<file path="src/rtl/fifo_pkg.sv">
// rtl/fifo_pkg.sv - shared async-FIFO pointer constants and Gray/binary conversion
package fifo_pkg;

   localparam int FIFO_ADDRSIZE = 6;
   localparam int FIFO_PTR_W    = FIFO_ADDRSIZE + 1;

   // Operates on 32-bit zero-extended values; callers truncate to pointer width.
   function automatic logic [31:0] bin2gray(input logic [31:0] b);
      return b ^ (b >> 1);
   endfunction

   function automatic logic [31:0] gray2bin(input logic [31:0] g);
      logic [31:0] b;
      b[31] = g[31];
      for (int i = 30; i >= 0; i--) begin
         b[i] = b[i+1] ^ g[i];
      end
      return b;
   endfunction

endpackage

</file>
<file path="src/rtl/sync_w2r.sv">
// rtl/sync_w2r.sv - two-flop synchronizer carrying the Gray write pointer into the read domain
module sync_w2r
   import fifo_pkg::*;
#(
   parameter int WIDTH = FIFO_PTR_W
) (
   input  logic             rd_clk,
   input  logic             rd_rst,
   input  logic [WIDTH-1:0] wr_ptr,
   output logic [WIDTH-1:0] rq2_wptr
);

   logic [WIDTH-1:0] rq1_wptr;

   always_ff @(posedge rd_clk) begin
      if (!rd_rst) begin
         rq1_wptr <= '0;
         rq2_wptr <= '0;
      end else begin
         rq1_wptr <= wr_ptr;
         rq2_wptr <= rq1_wptr;
      end
   end

endmodule

</file>
<file path="src/rtl/read_handler.sv">
// rtl/read_handler.sv - async FIFO read-side pointer/empty logic; READ_HANDLER_ALMOST_EMPTY_EN adds fill count and almost-empty
module read_handler
   import fifo_pkg::*;
#(
   parameter int ADDRSIZE  = FIFO_ADDRSIZE,
   parameter int AE_THRESH = 4
) (
   input  logic              rd_clk,
   input  logic              rd_rst,
   input  logic              rd_en,
   input  logic [ADDRSIZE:0] wr_ptr,
   output logic [ADDRSIZE:0] rd_addr,
   output logic [ADDRSIZE:0] rd_ptr,
   output logic [ADDRSIZE:0] rq2_wptr,
   output logic              rd_empty,
   output logic              rd_valid,
   output logic              rd_underflow
`ifdef READ_HANDLER_ALMOST_EMPTY_EN
   ,
   output logic [ADDRSIZE:0] rd_count,
   output logic              rd_almost_empty
`endif
);

   localparam int PW = ADDRSIZE + 1;

   if (AE_THRESH < 0 || AE_THRESH > (1 << ADDRSIZE)) begin : g_bad_thresh
      $error("AE_THRESH outside 0..FIFO depth");
   end

   logic          accept;
   logic [PW-1:0] rd_binnext;
   logic [PW-1:0] rd_graynext;

   sync_w2r #(.WIDTH(PW)) u_sync_w2r (
      .rd_clk   (rd_clk),
      .rd_rst   (rd_rst),
      .wr_ptr   (wr_ptr),
      .rq2_wptr (rq2_wptr)
   );

   always_comb begin
      accept      = rd_en & ~rd_empty;
      rd_binnext  = rd_addr + PW'(accept);
      rd_graynext = PW'(bin2gray(32'(rd_binnext)));
   end

   // Empty compares the post-read pointer so the last-word read sets empty on the same edge.
   always_ff @(posedge rd_clk) begin
      if (!rd_rst) begin
         rd_addr      <= '0;
         rd_ptr       <= '0;
         rd_empty     <= 1'b1;
         rd_valid     <= 1'b0;
         rd_underflow <= 1'b0;
      end else begin
         rd_addr      <= rd_binnext;
         rd_ptr       <= rd_graynext;
         rd_empty     <= (rd_graynext == rq2_wptr);
         rd_valid     <= accept;
         rd_underflow <= rd_en & rd_empty;
      end
   end

`ifdef READ_HANDLER_ALMOST_EMPTY_EN
   logic [PW-1:0] fill_next;

   always_comb begin
      fill_next = PW'(gray2bin(32'(rq2_wptr))) - rd_binnext;
   end

   always_ff @(posedge rd_clk) begin
      if (!rd_rst) begin
         rd_count        <= '0;
         rd_almost_empty <= 1'b1;
      end else begin
         rd_count        <= fill_next;
         rd_almost_empty <= (fill_next <= PW'(AE_THRESH));
      end
   end
`endif

endmodule

</file>
<file path="config.mk">
export PLATFORM = sky130hd
export DESIGN_NAME = read_handler
export DESIGN_NICKNAME = d
export VERILOG_FILES = /design/src/rtl/fifo_pkg.sv /design/src/rtl/sync_w2r.sv /design/src/rtl/read_handler.sv
export SDC_FILE = /design/constraint.sdc
export NUM_CORES = 1
export LEC_CHECK = 0
export BUFFER_PORTS_ARGS = -buffer_cell sky130_fd_sc_hd__buf_2
export CORE_MARGIN = 1.5
export CORE_UTILIZATION = 50
export DETAILED_ROUTE_END_ITERATION = 8
export HOLD_SLACK_MARGIN = 0.03
export PLACE_DENSITY = 0.77
export SLEW_MARGIN = 40
export SYNTH_ARGS = -nofsm -noshare
export SYNTH_HDL_FRONTEND = slang
export SYNTH_SLANG_ARGS = --single-unit
</file>
<file path="constraint.sdc">
create_clock -name rd_clk -period 1.9 [get_ports rd_clk]
set_input_delay 0.095 -clock rd_clk [delete_from_list [all_inputs] [get_ports rd_clk]]
set_output_delay 0.095 -clock rd_clk [all_outputs]
set_load 0.01 [all_outputs]
</file>
Word-level counts from Yosys, hierarchy flattened
Cells that the tools add are included.
{"block": "word_totals", "regBits": 31, "in_bits": 10, "output_inout_bits": 24, "wordCells": 13}
{"block": "classes", "add_sub_neg": 1, "eq_ne": 1, "bitwise_logic": 4}
{"op": "$add A7 B1 Y7", "count": 1}
{"op": "$eq A7 B7 Y1", "count": 1}
{"op": "$xor A7 B6 Y7", "count": 1}
{"op": "$and A1 B1 Y1", "count": 2}
{"op": "$not A1 Y1", "count": 1}

Longest topological paths before layout
{"block": "depth", "word_depth": 5, "mapped_depth": 7, "ltp_nobuf": 7}

Cells and area by module
Synthesis repeated with hierarchy kept, for this count alone.
{"block": "hier_totals", "hier_cells": 111, "hier_area_um2": 1207.4}
{"mod": "read_handler", "instances": 1, "cells_per_inst": 82, "area_each_um2": 815.8}
{"mod": "sync_w2r", "instances": 1, "cells_per_inst": 29, "area_each_um2": 391.6}

Worst setup path before layout
No wires, ideal clock.
{"block": "synth_path", "path_type": "reg2reg", "start": "reg rd_empty", "end": "reg rd_empty", "setup_ns": 0.096, "arrival_ns": 1.698, "required_ns": 1.804, "slack_ns": 0.106, "stages_incl_launch_ff": 8, "period_less_slack_ns": 1.794, "path_cell_list": "dfxtp_1 nor2b_1 ha_1 and4_4 xor3_4 nor3_1 mux2i_1 o41ai_2"}
{"block": "synth_between", "elab_chain_len": 5}
{"item": "start, declared", "line_no": "read_handler.sv:15", "rtl": "output logic rd_empty,"}
{"item": "start signal, assigned", "line_no": "read_handler.sv:59", "rtl": "rd_empty <= (rd_graynext == rq2_wptr);"}
{"item": "$not A1 Y1", "line_no": "read_handler.sv:43", "rtl": "accept = rd_en & ~rd_empty;"}
{"item": "$and A1 B1 Y1", "line_no": "read_handler.sv:43"}
{"item": "named net accept", "line_no": "read_handler.sv:31", "rtl": "logic accept;"}
{"item": "$add A7 B1 Y7", "line_no": "read_handler.sv:44", "rtl": "rd_binnext = rd_addr + PW'(accept);"}
{"item": "$xor A7 B6 Y7", "line_no": "fifo_pkg.sv:9", "rtl": "return b ^ (b >> 1);"}
{"item": "$eq A7 B7 Y1", "line_no": "read_handler.sv:59"}
The timed path passes the listed nets, and every way through them passes these cells.
A chain may end at the register's enable or synchronous reset.

Worst setup path in the final report
Ends and elaborated chain as after synthesis.

==> results.cfg <==
[final_layout]
area_growth_pct = 29.7
layout_commonest_cell = buf_2
drive_gt1_share_pct = 38.9
nets = 162
antenna-diode-count = 0
n_fill_cell = 186
multiInputGateArea_sq_um = 636
ff_latch_area_sq_um = 602
mostFrequentLayoutCells = 33 x buf_2, 29 x dfxtp_1, 23 x and2_1
post-route-util_pct = 70.6

[drt]
drc = 0
wire_per_inst_um = 12.6
wirelength_um = 2230
vias = 830
ant_nets = 0
vias_per_cell = 4.69
drtPass1Iterations = 4
dr.first_iter.drc_count = 7

[clock_network]
cts_buffers = 5
clockRootBuffer = clkbuf_4
clkTransAtPathRegs_ns = 0.08
clockBufferDepth = 2
clkLatencyLatePin_ns = 0.32
htree_levels = 2
cts_tree = built
postCtsSetupBuffers = 0
clock-sinks = 30

[worst_setup_path]
worstSetupPathType = register to register
endpoint_kind = register
start_kind = register
reg2reg_slack_ns = 0.06
timing.critical_path.from = rd_empty$_SDFF_PN1_
reg2reg_depth = 7
r2r_start = rd_empty$_SDFF_PN1_
r2r-end = rd_empty$_SDFF_PN1_
crit_arrival_ns = 2.05
path_max_fanout = 4
required_ns = 2.11

[timing]
finalCriticalPeriod_ns = 1.84
relSlewSlack_pct = 69.8
worstMarginPinSlew_ns = 0.449
slew_violations = 0
fin_worst_skew_ns = 0.00519
hold_viol = 0
rsz0062_at_grt = yes
max_clock_freq_mhz = 544
layout_worst_path_cycle_share_pct = 96.8
holdWs_ns = 0.0529
setup_viol = 0

[placement]
gp_congestion = 0.780
hpwl_um = 1470
io_buffers = 33

[grt]
overflow = 0
grt_use_total_pct = 18.5
grt_pass1_vias = 843
grt_start_max_net_pins = 31
grt_pass1_wl_um = 3490
grt_antenna_before_repair = 0

[synth]
ys_seq_area_share_pct = 48.9
synth.net_count = 115
synth_seq_cells = 30
synth_area_leaders = dfxtp_1 49%, and2_1 12%, xor2_1 5.7%, xnor2_4 4.5%, xor3_4 4.5%
yosys.cell_types.count = 26
ys_warn_count = 0
syn_inst = 103
synthDominantCellAreaShare_pct = 48.9
avgSynthCellArea_sq_um = 11.9
synth.largest_area_cell = dfxtp_1
syn-cell-area_sq_um = 1230

[power_and_ir_drop]
power.total_uw = 1160
ir_worst_vdd_uv = 545
p_leak_uw = 0.000741
power_density_nw_per_um2 = 731

[hold_path]
worstHoldPathCells = 2
hp-class = input port to register
hold_end = rd_underflow$_SDFF_PN0_
worst_hold_startpoint = rd_en

[die]
rows = 17
start_util_pct = 54.4
coreArea_sq_um = 2250
fp.dieW_um = 52.5
io_pins = 34
fp.dieH_um = 52.5
die-area_sq_um = 2760

[run_status]
outcome = completed

[run]
drv_cap = 0
[worst max-delay path by stage]
| stage | endpoint | slack (ns) | cells past startpoint |
|---|---|---|---|
| after global routing | rd_empty$_SDFF_PN1_ | -0.03 | 7 |
| final | rd_empty$_SDFF_PN1_ | 0.06 | 7 |
| after CTS | rd_empty$_SDFF_PN1_ | 0.03 | 7 |
| after detailed placement | rd_empty$_SDFF_PN1_ | 0.02 | 7 |
| after floorplan | rd_empty$_SDFF_PN1_ | 0.11 | 7 |
| after global placement | rd_empty$_SDFF_PN1_ | 0.07 | 7 |
[stage by stage]
step	instance area [sq um]	setup TNS [ns]	std cells	setup WS [ns]
final	1590	0	177	0.0617
after global routing	1590	-0.0300	177	-0.0300
after CTS	1570	0	177	0.0304
after detailed placement	1430	0	163	0.0156
after global placement	1430	0	163	0.0698
after floorplan	1230	0	103	0.106
[cell usage after synthesis]
cell type  instances
a21boi_0           1
and2_1            23
and2b_2            1
and3_1             1
and3_4             1
and3b_1            1
and4_1             1
and4_4             1
buf_4              1
clkbuf_1           3
dfxtp_1           30
ha_1               2
mux2i_1            2
nand2_1            3
nand3_1            1
nor2_1             3
nor2b_1            6
nor3_1             1
o21a_1             1
o41ai_2            1
xnor2_1            5
xnor2_2            1
xnor2_4            2
xnor3_1            1
xor2_1             8
xor3_4             2
[logic make-up (layout without fill, tap and decap cells)]
| group | after synthesis | in the layout | share of synthesized area (%) |
|---|---|---|---|
| multiplexers | 2 | 2 | 1.63 |
| AO/OA/AOI/OAI | 3 | 3 | 2.55 |
| buffers and inverters | 4 | 50 | 1.53 |
| adder cells (fa/ha/maj) | 2 | 2 | 2.04 |
| AND/OR/NAND/NOR | 43 | 43 | 21.9 |
| XOR/XNOR | 19 | 19 | 21.4 |
| flip-flops | 30 | 30 | 48.9 |
[registers in the layout, summed over array words and instances, names as in the netlist]
name and count:
rd_valid 1, u_sync_w2r.rq1_wptr 7, rd_addr 7, u_sync_w2r.rq2_wptr 7
rd_ptr 6, rd_empty 1, rd_underflow 1
[routing by layer]
layer / share of wire [%] / wire, um / global-route usage [%] / up-vias
li1: - / - / - / 423
met5: 0 / 0 / 0 / -
met4: 2.6 / 57 / 13.7 / 0
met3: 5.1 / 114 / 6.29 / 7
met1: 42 / 936 / 18.8 / 374
met2: 50 / 1130 / 31.0 / 26
[cell type report]
type | instances | area share, %
Sequential cell | 30 | 37.8
Clock buffer | 6 | 3.22
Timing Repair Buffer | 44 | 16.8
Tap cell | 28 | 2.20
Multi-Input combinational cell | 69 | 39.9
[critical path, cell delays in order (launching register included)]
cell     delay [ns]
dfxtp_2        0.34
nor2b_2        0.13
ha_2           0.21
and4_4         0.27
xor3_4         0.35
nor3_2         0.13
mux2i_1        0.10
o41ai_2        0.20
[repair_timing]
action | 4_1_cts | 5_1_grt
pin swaps | 0 | 0
setup endpoints to repair | 1 | 1
cloned | 0 | 0
hold buffers | 8 | 0
resized for setup | 3 | 4
hold endpoints to repair | 8 | 0
[report_power, final]
| group | internal [uW] | switching (uW) |
|---|---|---|
| logic | 73.4 | 58.3 |
| registers | 657 | 15.4 |
| clock network | 166 | 193 |
Power figures use the tool's default switching activity.
